$ cat config.mk
export PLATFORM = sky130hd
export DESIGN_NAME = din_syn_receiver
export DESIGN_NICKNAME = d
export VERILOG_FILES = /design/src/rtl/din_syn_receiver.sv
export SDC_FILE = /design/constraint.sdc
export NUM_CORES = 2
export LEC_CHECK = 0
export BUFFER_PORTS_ARGS = -buffer_cell sky130_fd_sc_hd__buf_2
export CAP_MARGIN = 25
export CORE_ASPECT_RATIO = 0.75
export CORE_MARGIN = 4
export CORE_UTILIZATION = 63
export CTS_BUF_LIST = sky130_fd_sc_hd__clkbuf_4
export DETAILED_ROUTE_END_ITERATION = 7
export GPL_TIMING_DRIVEN = 0
export PLACE_DENSITY = 0.87
export SLEW_MARGIN = 20
export SYNTH_ARGS = -nofsm -noshare
export SYNTH_HDL_FRONTEND = slang
export SYNTH_SLANG_ARGS = --single-unit
$ cat constraint.sdc
create_clock -name clk_in -period 5.3 [get_ports clk_in]
set_input_delay 0.265 -clock clk_in [delete_from_list [all_inputs] [get_ports clk_in]]
set_output_delay 0.265 -clock clk_in [all_outputs]
set_load 0.02 [all_outputs]
$ cat src/rtl/din_syn_receiver.sv
// ---------------------------------------------------------------------------
// din_syn_receiver
//
// Receive end of the DIN/CLK/SYNC serial shift-register link. The three link
// lines are oversampled on clk_in through SYNC_STAGES-deep synchronisers. DIN
// is shifted in MSB-first on every rising edge of the serial clock while the
// active-low SYNC is asserted. A completed frame of exactly WIDTH bits is
// presented on data_reg; any other length is reported as a framing error.
//
// Ports
//   clk_in        in   1      system clock (>= 4x serial clock rate)
//   rst           in   1      synchronous, active-high reset
//   ser_clk       in   1      link serial clock (async)
//   ser_din       in   1      link serial data (async)
//   ser_syn       in   1      link frame sync, active low (async)
//   data_reg      out  WIDTH  last valid frame, [WIDTH-1] = first bit received
//   bit_cnt       out  CNT_W  bits counted in current/last frame, saturating
//   busy          out  1      high while a frame is being shifted in
//   frame_valid   out  1      1-cycle pulse, data_reg updated with a good frame
//   frame_err     out  1      1-cycle pulse, frame ended with bit_cnt != WIDTH
//   expected_reg  in   WIDTH  reference word for compare    (SHR_RX_CMP_EN)
//   cmp_mismatch  out  1      sticky compare-failure flag   (SHR_RX_CMP_EN)
//
// Build option
//   SHR_RX_CMP_EN  when defined, adds expected_reg/cmp_mismatch and the
//                  comparator that checks every good frame against
//                  expected_reg. Undefined: ports and comparator are absent.
//
// State | meaning
// ------+------------------------------------------------------------------
// ARM   | after reset, wait until synced SYNC is reliably high (idle link)
// IDLE  | between frames, wait for SYNC to go low
// SHIFT | frame in progress, shift DIN on each serial clock rising edge
// DONE  | frame closed, publish data (good length) or flag error
// ---------------------------------------------------------------------------
module din_syn_receiver #(
    parameter int WIDTH       = 644,
    parameter int CNT_W       = 10,
    parameter int SYNC_STAGES = 2
) (
    input  logic             clk_in,
    input  logic             rst,
    input  logic             ser_clk,
    input  logic             ser_din,
    input  logic             ser_syn,
    output logic [WIDTH-1:0] data_reg,
    output logic [CNT_W-1:0] bit_cnt,
    output logic             busy,
    output logic             frame_valid,
    output logic             frame_err
`ifdef SHR_RX_CMP_EN
    ,
    input  logic [WIDTH-1:0] expected_reg,
    output logic             cmp_mismatch
`endif
);

    typedef enum logic [1:0] {
        ST_ARM   = 2'd0,
        ST_IDLE  = 2'd1,
        ST_SHIFT = 2'd2,
        ST_DONE  = 2'd3
    } state_t;

    localparam logic [CNT_W-1:0] WIDTH_C = CNT_W'(WIDTH);
    localparam int               ARM_W   = $clog2(SYNC_STAGES + 1);
    localparam logic [ARM_W-1:0] ARM_LD  = ARM_W'(SYNC_STAGES);

    // Input synchronisers, stage 0 samples the pin.
    logic [SYNC_STAGES-1:0] clk_sync_q;
    logic [SYNC_STAGES-1:0] din_sync_q;
    logic [SYNC_STAGES-1:0] syn_sync_q;
    logic                   clk_prev_q;

    logic clk_s;
    logic din_s;
    logic syn_s;
    logic clk_rise;

    always_ff @(posedge clk_in) begin
        if (rst) begin
            clk_sync_q <= '0;
            din_sync_q <= '0;
            syn_sync_q <= '1;
            clk_prev_q <= 1'b0;
        end else begin
            clk_sync_q <= {clk_sync_q[SYNC_STAGES-2:0], ser_clk};
            din_sync_q <= {din_sync_q[SYNC_STAGES-2:0], ser_din};
            syn_sync_q <= {syn_sync_q[SYNC_STAGES-2:0], ser_syn};
            clk_prev_q <= clk_sync_q[SYNC_STAGES-1];
        end
    end

    assign clk_s    = clk_sync_q[SYNC_STAGES-1];
    assign din_s    = din_sync_q[SYNC_STAGES-1];
    assign syn_s    = syn_sync_q[SYNC_STAGES-1];
    assign clk_rise = clk_s & ~clk_prev_q;

    // FSM and datapath registers.
    state_t           state_q;
    logic [ARM_W-1:0] arm_cnt_q;
    logic [WIDTH-1:0] shift_q;
    logic [WIDTH-1:0] shift_d;
    logic [CNT_W-1:0] bit_cnt_q;
    logic [CNT_W-1:0] bit_cnt_d;
    logic [WIDTH-1:0] data_q;
    logic             busy_q;
    logic             valid_q;
    logic             err_q;
`ifdef SHR_RX_CMP_EN
    logic             cmp_q;
`endif

    always_comb begin
        shift_d   = {shift_q[WIDTH-2:0], din_s};
        bit_cnt_d = (&bit_cnt_q) ? bit_cnt_q : bit_cnt_q + CNT_W'(1);
    end

    always_ff @(posedge clk_in) begin
        if (rst) begin
            state_q   <= ST_ARM;
            arm_cnt_q <= ARM_LD;
            shift_q   <= '0;
            bit_cnt_q <= '0;
            data_q    <= '0;
            busy_q    <= 1'b0;
            valid_q   <= 1'b0;
            err_q     <= 1'b0;
`ifdef SHR_RX_CMP_EN
            cmp_q     <= 1'b0;
`endif
        end else begin
            valid_q <= 1'b0;
            err_q   <= 1'b0;
            case (state_q)
                // The synchroniser chain still holds its reset (idle) levels
                // for SYNC_STAGES cycles after reset, so SYNC must be seen high
                // for SYNC_STAGES+1 consecutive cycles before trusting it.
                // Otherwise a link that was mid-frame during reset would open
                // a partial frame.
                ST_ARM: begin
                    if (!syn_s) begin
                        arm_cnt_q <= ARM_LD;
                    end else if (arm_cnt_q == '0) begin
                        state_q <= ST_IDLE;
                    end else begin
                        arm_cnt_q <= arm_cnt_q - ARM_W'(1);
                    end
                end
                ST_IDLE: begin
                    if (!syn_s) begin
                        state_q   <= ST_SHIFT;
                        bit_cnt_q <= '0;
                        busy_q    <= 1'b1;
                    end
                end
                ST_SHIFT: begin
                    // An edge coinciding with SYNC release still belongs to the frame.
                    if (clk_rise) begin
                        shift_q   <= shift_d;
                        bit_cnt_q <= bit_cnt_d;
                    end
                    if (syn_s) begin
                        state_q <= ST_DONE;
                        busy_q  <= 1'b0;
                    end
                end
                ST_DONE: begin
                    state_q <= ST_IDLE;
                    if (bit_cnt_q == WIDTH_C) begin
                        data_q  <= shift_q;
                        valid_q <= 1'b1;
`ifdef SHR_RX_CMP_EN
                        cmp_q   <= cmp_q | (shift_q != expected_reg);
`endif
                    end else begin
                        err_q <= 1'b1;
                    end
                end
                default: begin
                    state_q <= ST_ARM;
                    busy_q  <= 1'b0;
                end
            endcase
        end
    end

    assign data_reg    = data_q;
    assign bit_cnt     = bit_cnt_q;
    assign busy        = busy_q;
    assign frame_valid = valid_q;
    assign frame_err   = err_q;
`ifdef SHR_RX_CMP_EN
    assign cmp_mismatch = cmp_q;
`endif

endmodule

==> results.md <==
- Max-slew violations: 0
- Total GRT Usage: 31.85%
- Cts repair resizes: 0
- Lkg Pwr: 20.02 nW
- Hold path endpoint: din_sync_q[1]
- IO buf count: 660
- Worst clock skew: 0.1053 ns
- Top cells by area, synth: dfxtp_1 58%, nand2_1 22%, a21oi_1 14%
- CP Capture Type: flop
- Fillers: 5053
- Syn_nets: 5732
- Switch share: 22.90%
- Pint: 0.01413 W
- Starting density of the core: 63.86%
- Die width: 316.5 um
- Final period demand of the worst path: 2.966 ns
- Worst R2R End: shift_q[535]
- Die Ht: 239.4 um
- Leading area contributor after synthesis: dfxtp_1
- Clock-pin transition on the worst setup and hold timing paths: 0.07 ns
- H-Tree Depth: 5
- WL/cell: 16.12 um
- Clock buffer depth: 4
- Num ports: 662
- Routability cong.: 0.8853
- Crit-path slowest cell: dfxtp_1
- Avg Synthesized Cell Area: 7.863 um2
- Drt pass-1 iters: 6
- Crit-path cells: inv_1 -> ha_1 -> buf_2 -> nand3b_1 -> buf_2 -> buf_2 -> clkbuf_1 -> nand2_1 -> a21oi_1
- Post-synth top area share: 58.41%
- Sink Count: 1312
- Non-filler cells, final: 7850
- Register area share after synthesis: 58.41%
- Final nets: 6713
- Pwr Density: 343.8 mW/mm2
- Worst setup SP type: flop
- Worst slew margin: 37.61%
- Footprint of the multi-input gates: 0.01675 mm2
- Worst r2r src: state_q[0]
- DIE AREA: 0.07576 mm2
- Final ANT Viol Nets: 0
- Num CTS Buffers: 313
- Fmax achieved: 337.1 MHz
- Crit path DAT: 4.01 ns
- Ys Warns: 0
- Peak VDD IR: 0.2851 mV
- Yosys reg bits: 1312
- Post-Route WL: 126.6 mm
- Final routed DRC violation total: 0
- Cell variety after synth: 36
- Worst-Margin Slew: 0.9359 ns
- Status: complete, no violations
- Clk_lat worst skew: 1.16 ns
- Count of max-cap constraint violations: 0
- Hold path cells: 3
- Vias in the first global route: 38890
- Worst Path Max Fanout: 10
- Largest net degree at the start of global routing: 17
- Netlist Area Pre-Place: 0.04497 mm2
- Delay-heaviest family, CP: buffers and inverters
- Core area: 0.07042 mm2
- R2R Setup Slk: 2.33 ns
- First-pass GRT wire length: 196.1 mm
- RSZ-0062 raised after global routing: no
- Setup_tns: 0 ns
- DR vias: 42210
- Detailed Route Iter0 Violations: 3961
- Critical Path Most Common Cell: buf_2
- Site Rows: 84
- R2R depth: 9
- Clk network pwr share: 43.5%
- Layout cells sized above 1: 18.07%
- Clock Tree Root: clkbuf_4
- Final setup viols: 0
- Half-perimeter wire length after placement: 89.76 mm
- Vias per Instance: 5.377
- Post-placement cell count: 7325
- Hold Path Class: in -> reg
- Req. time, crit path: 6.34 ns
- Max incr delay on CP: 0.44 ns
- Flop pwr share: 53.9%
- Logic pwr share: 2.6%
- Crit share post-route: 55.97%
- Gr ovfl total: 0
- CP Class: reg -> reg
- Switching pwr: 0.004198 W
- Crit path buffers/inverters: 5
- Initial antenna violation count: 2
- HP Start: rst
- TritonCTS clock tree: built
- Area Overhead vs Synth: 18.56%
- Cells after Synth: 5719
- Final Hold Fails: 0
- FF/Latch Area: 0.02627 mm2
-- synthesized netlist by cell type (all sizes together) --
library cell and number:
nor2b 8, nand3 10, a21oi 1295, and4 1, a31oi 3, o21a 1
and2 1, clkbuf 320, a32oi 1, dfxtp 1312, a32o 2, a311oi 3
nand2 2584, inv 9, and3 2, nand3b 1, o21bai 1, a211oi 3
o21ai 6, nand4 6, nor3 4, o31ai 2, mux2i 1, nor2 8
ha 8, o2bb2ai 1, and4b 1, or3 1, o211ai 1, nor4 2
buf 115, and3b 1, or2 4, nand2b 1
-- cells in the final DEF, fill, tap and decap left out, types with 2 or more instances in the layout --
| master | n |
|---|---|
| clkinv_2 | 6 |
| nor2b_1 | 8 |
| nand4_1 | 6 |
| nor3_1 | 4 |
| o31ai_1 | 2 |
| nand3_1 | 10 |
| or2_2 | 4 |
| buf_6 | 23 |
| a21oi_1 | 1295 |
| a311oi_1 | 3 |
| a211oi_1 | 3 |
| dfxtp_1 | 1312 |
| nand2_1 | 2584 |
| dlygate4sd3_1 | 6 |
| nor2_1 | 8 |
| buf_1 | 6 |
| clkbuf_1 | 320 |
| and3_1 | 2 |
| bufinv_16 | 5 |
| o21ai_0 | 6 |
| ha_1 | 8 |
| diode_2 | 7 |
| nor4_1 | 2 |
| inv_2 | 4 |
| a32o_1 | 2 |
| clkbuf_4 | 456 |
| buf_2 | 746 |
| clkinv_4 | 2 |
| clkinv_1 | 39 |
| inv_1 | 9 |
| a31oi_1 | 3 |
-- routing by layer --
layer | GRT usage (%) | wire (um) | up-vias
met2 | 50.73 | 57980 | 1695
met1 | 39.05 | 50800 | 19580
li1 | - | - | 20550
met5 | 0 | 0 | -
met3 | 9.420 | 11320 | 385
met4 | 17.47 | 6473 | 0
-- tightest hold or removal path, stage by stage --
cell and delay [ns]:
clkbuf_1 0.38, clkbuf_1 0.42, nor2b_1 0.18
-- power groups by stage --
stage          Combinational, W  Sequential, W  Clock (W)
4_1_cts                0.000466        0.00988    0.00806
5_1_grt                0.000526        0.00988    0.00863
2_1_floorplan          0.000323         0.0101          0
6_report               0.000474        0.00988    0.00798
3_5_place_dp           0.000458         0.0101          0
3_3_place_gp           0.000446         0.0101          0
-- logic make-up (layout without fill, tap and decap cells) --
kind of cell    after synthesis  in the layout  share of synthesized area, %
simple gates               2635           2635                         22.22
other cells                   0              7                             0
mux                           1              1                       0.02226
fa+ha+maj                     8              8                        0.2226
buf+inv                     444           1622                         4.330
compound gates             1319           1319                         14.80
flops                      1312           1312                         58.41
-- how the worst max path moves through the flow --
stage	start	to	slack, ns	cells past startpoint
final	state_q[0]	shift_q[535]	2.33	9
after global placement	rst	data_reg[548]	2.24	5
after CTS	state_q[0]	shift_q[528]	2.35	9
after floorplan	bit_cnt[1]	bit_cnt[3]	3.38	6
after global routing	state_q[0]	shift_q[486]	2.13	9
after detailed placement	rst	bit_cnt[0]	2.21	5
-- per-stage QoR --
step                      utilization [%]  worst slack (ns)  hold WS (ns)  cell area, um2  power (W)
after global placement              70.23             2.237        0.4021           49450    0.01055
after global routing                75.70             2.127        0.1908           53310    0.01903
after detailed placement            70.23             2.213        0.4029           49450    0.01057
after floorplan                         -             3.383        0.3688           44970    0.01043
after CTS                           75.69             2.349        0.1611           53300    0.01840
final                               75.71             2.334        0.2378           53310    0.01833
-- what timing repair did --
action,CTS,global route
hold endpoints to repair,3,0
hold buffers,6,0
setup buffers,0,0
-- area by class of cell --
| class | instances | share of cell area [%] |
|---|---|---|
| Clock inverter | 56 | 0.6736 |
| Tap cell | 946 | 2.220 |
| Sequential cell | 1312 | 49.27 |
| Multi-Input combinational cell | 3963 | 31.43 |
| Antenna cell | 7 | 0.03286 |
| Clock buffer | 456 | 6.421 |
| Timing Repair Buffer | 666 | 6.308 |
| Buffer | 435 | 3.588 |
| Inverter | 9 | 0.06337 |
(Power assumes the default switching activity.)
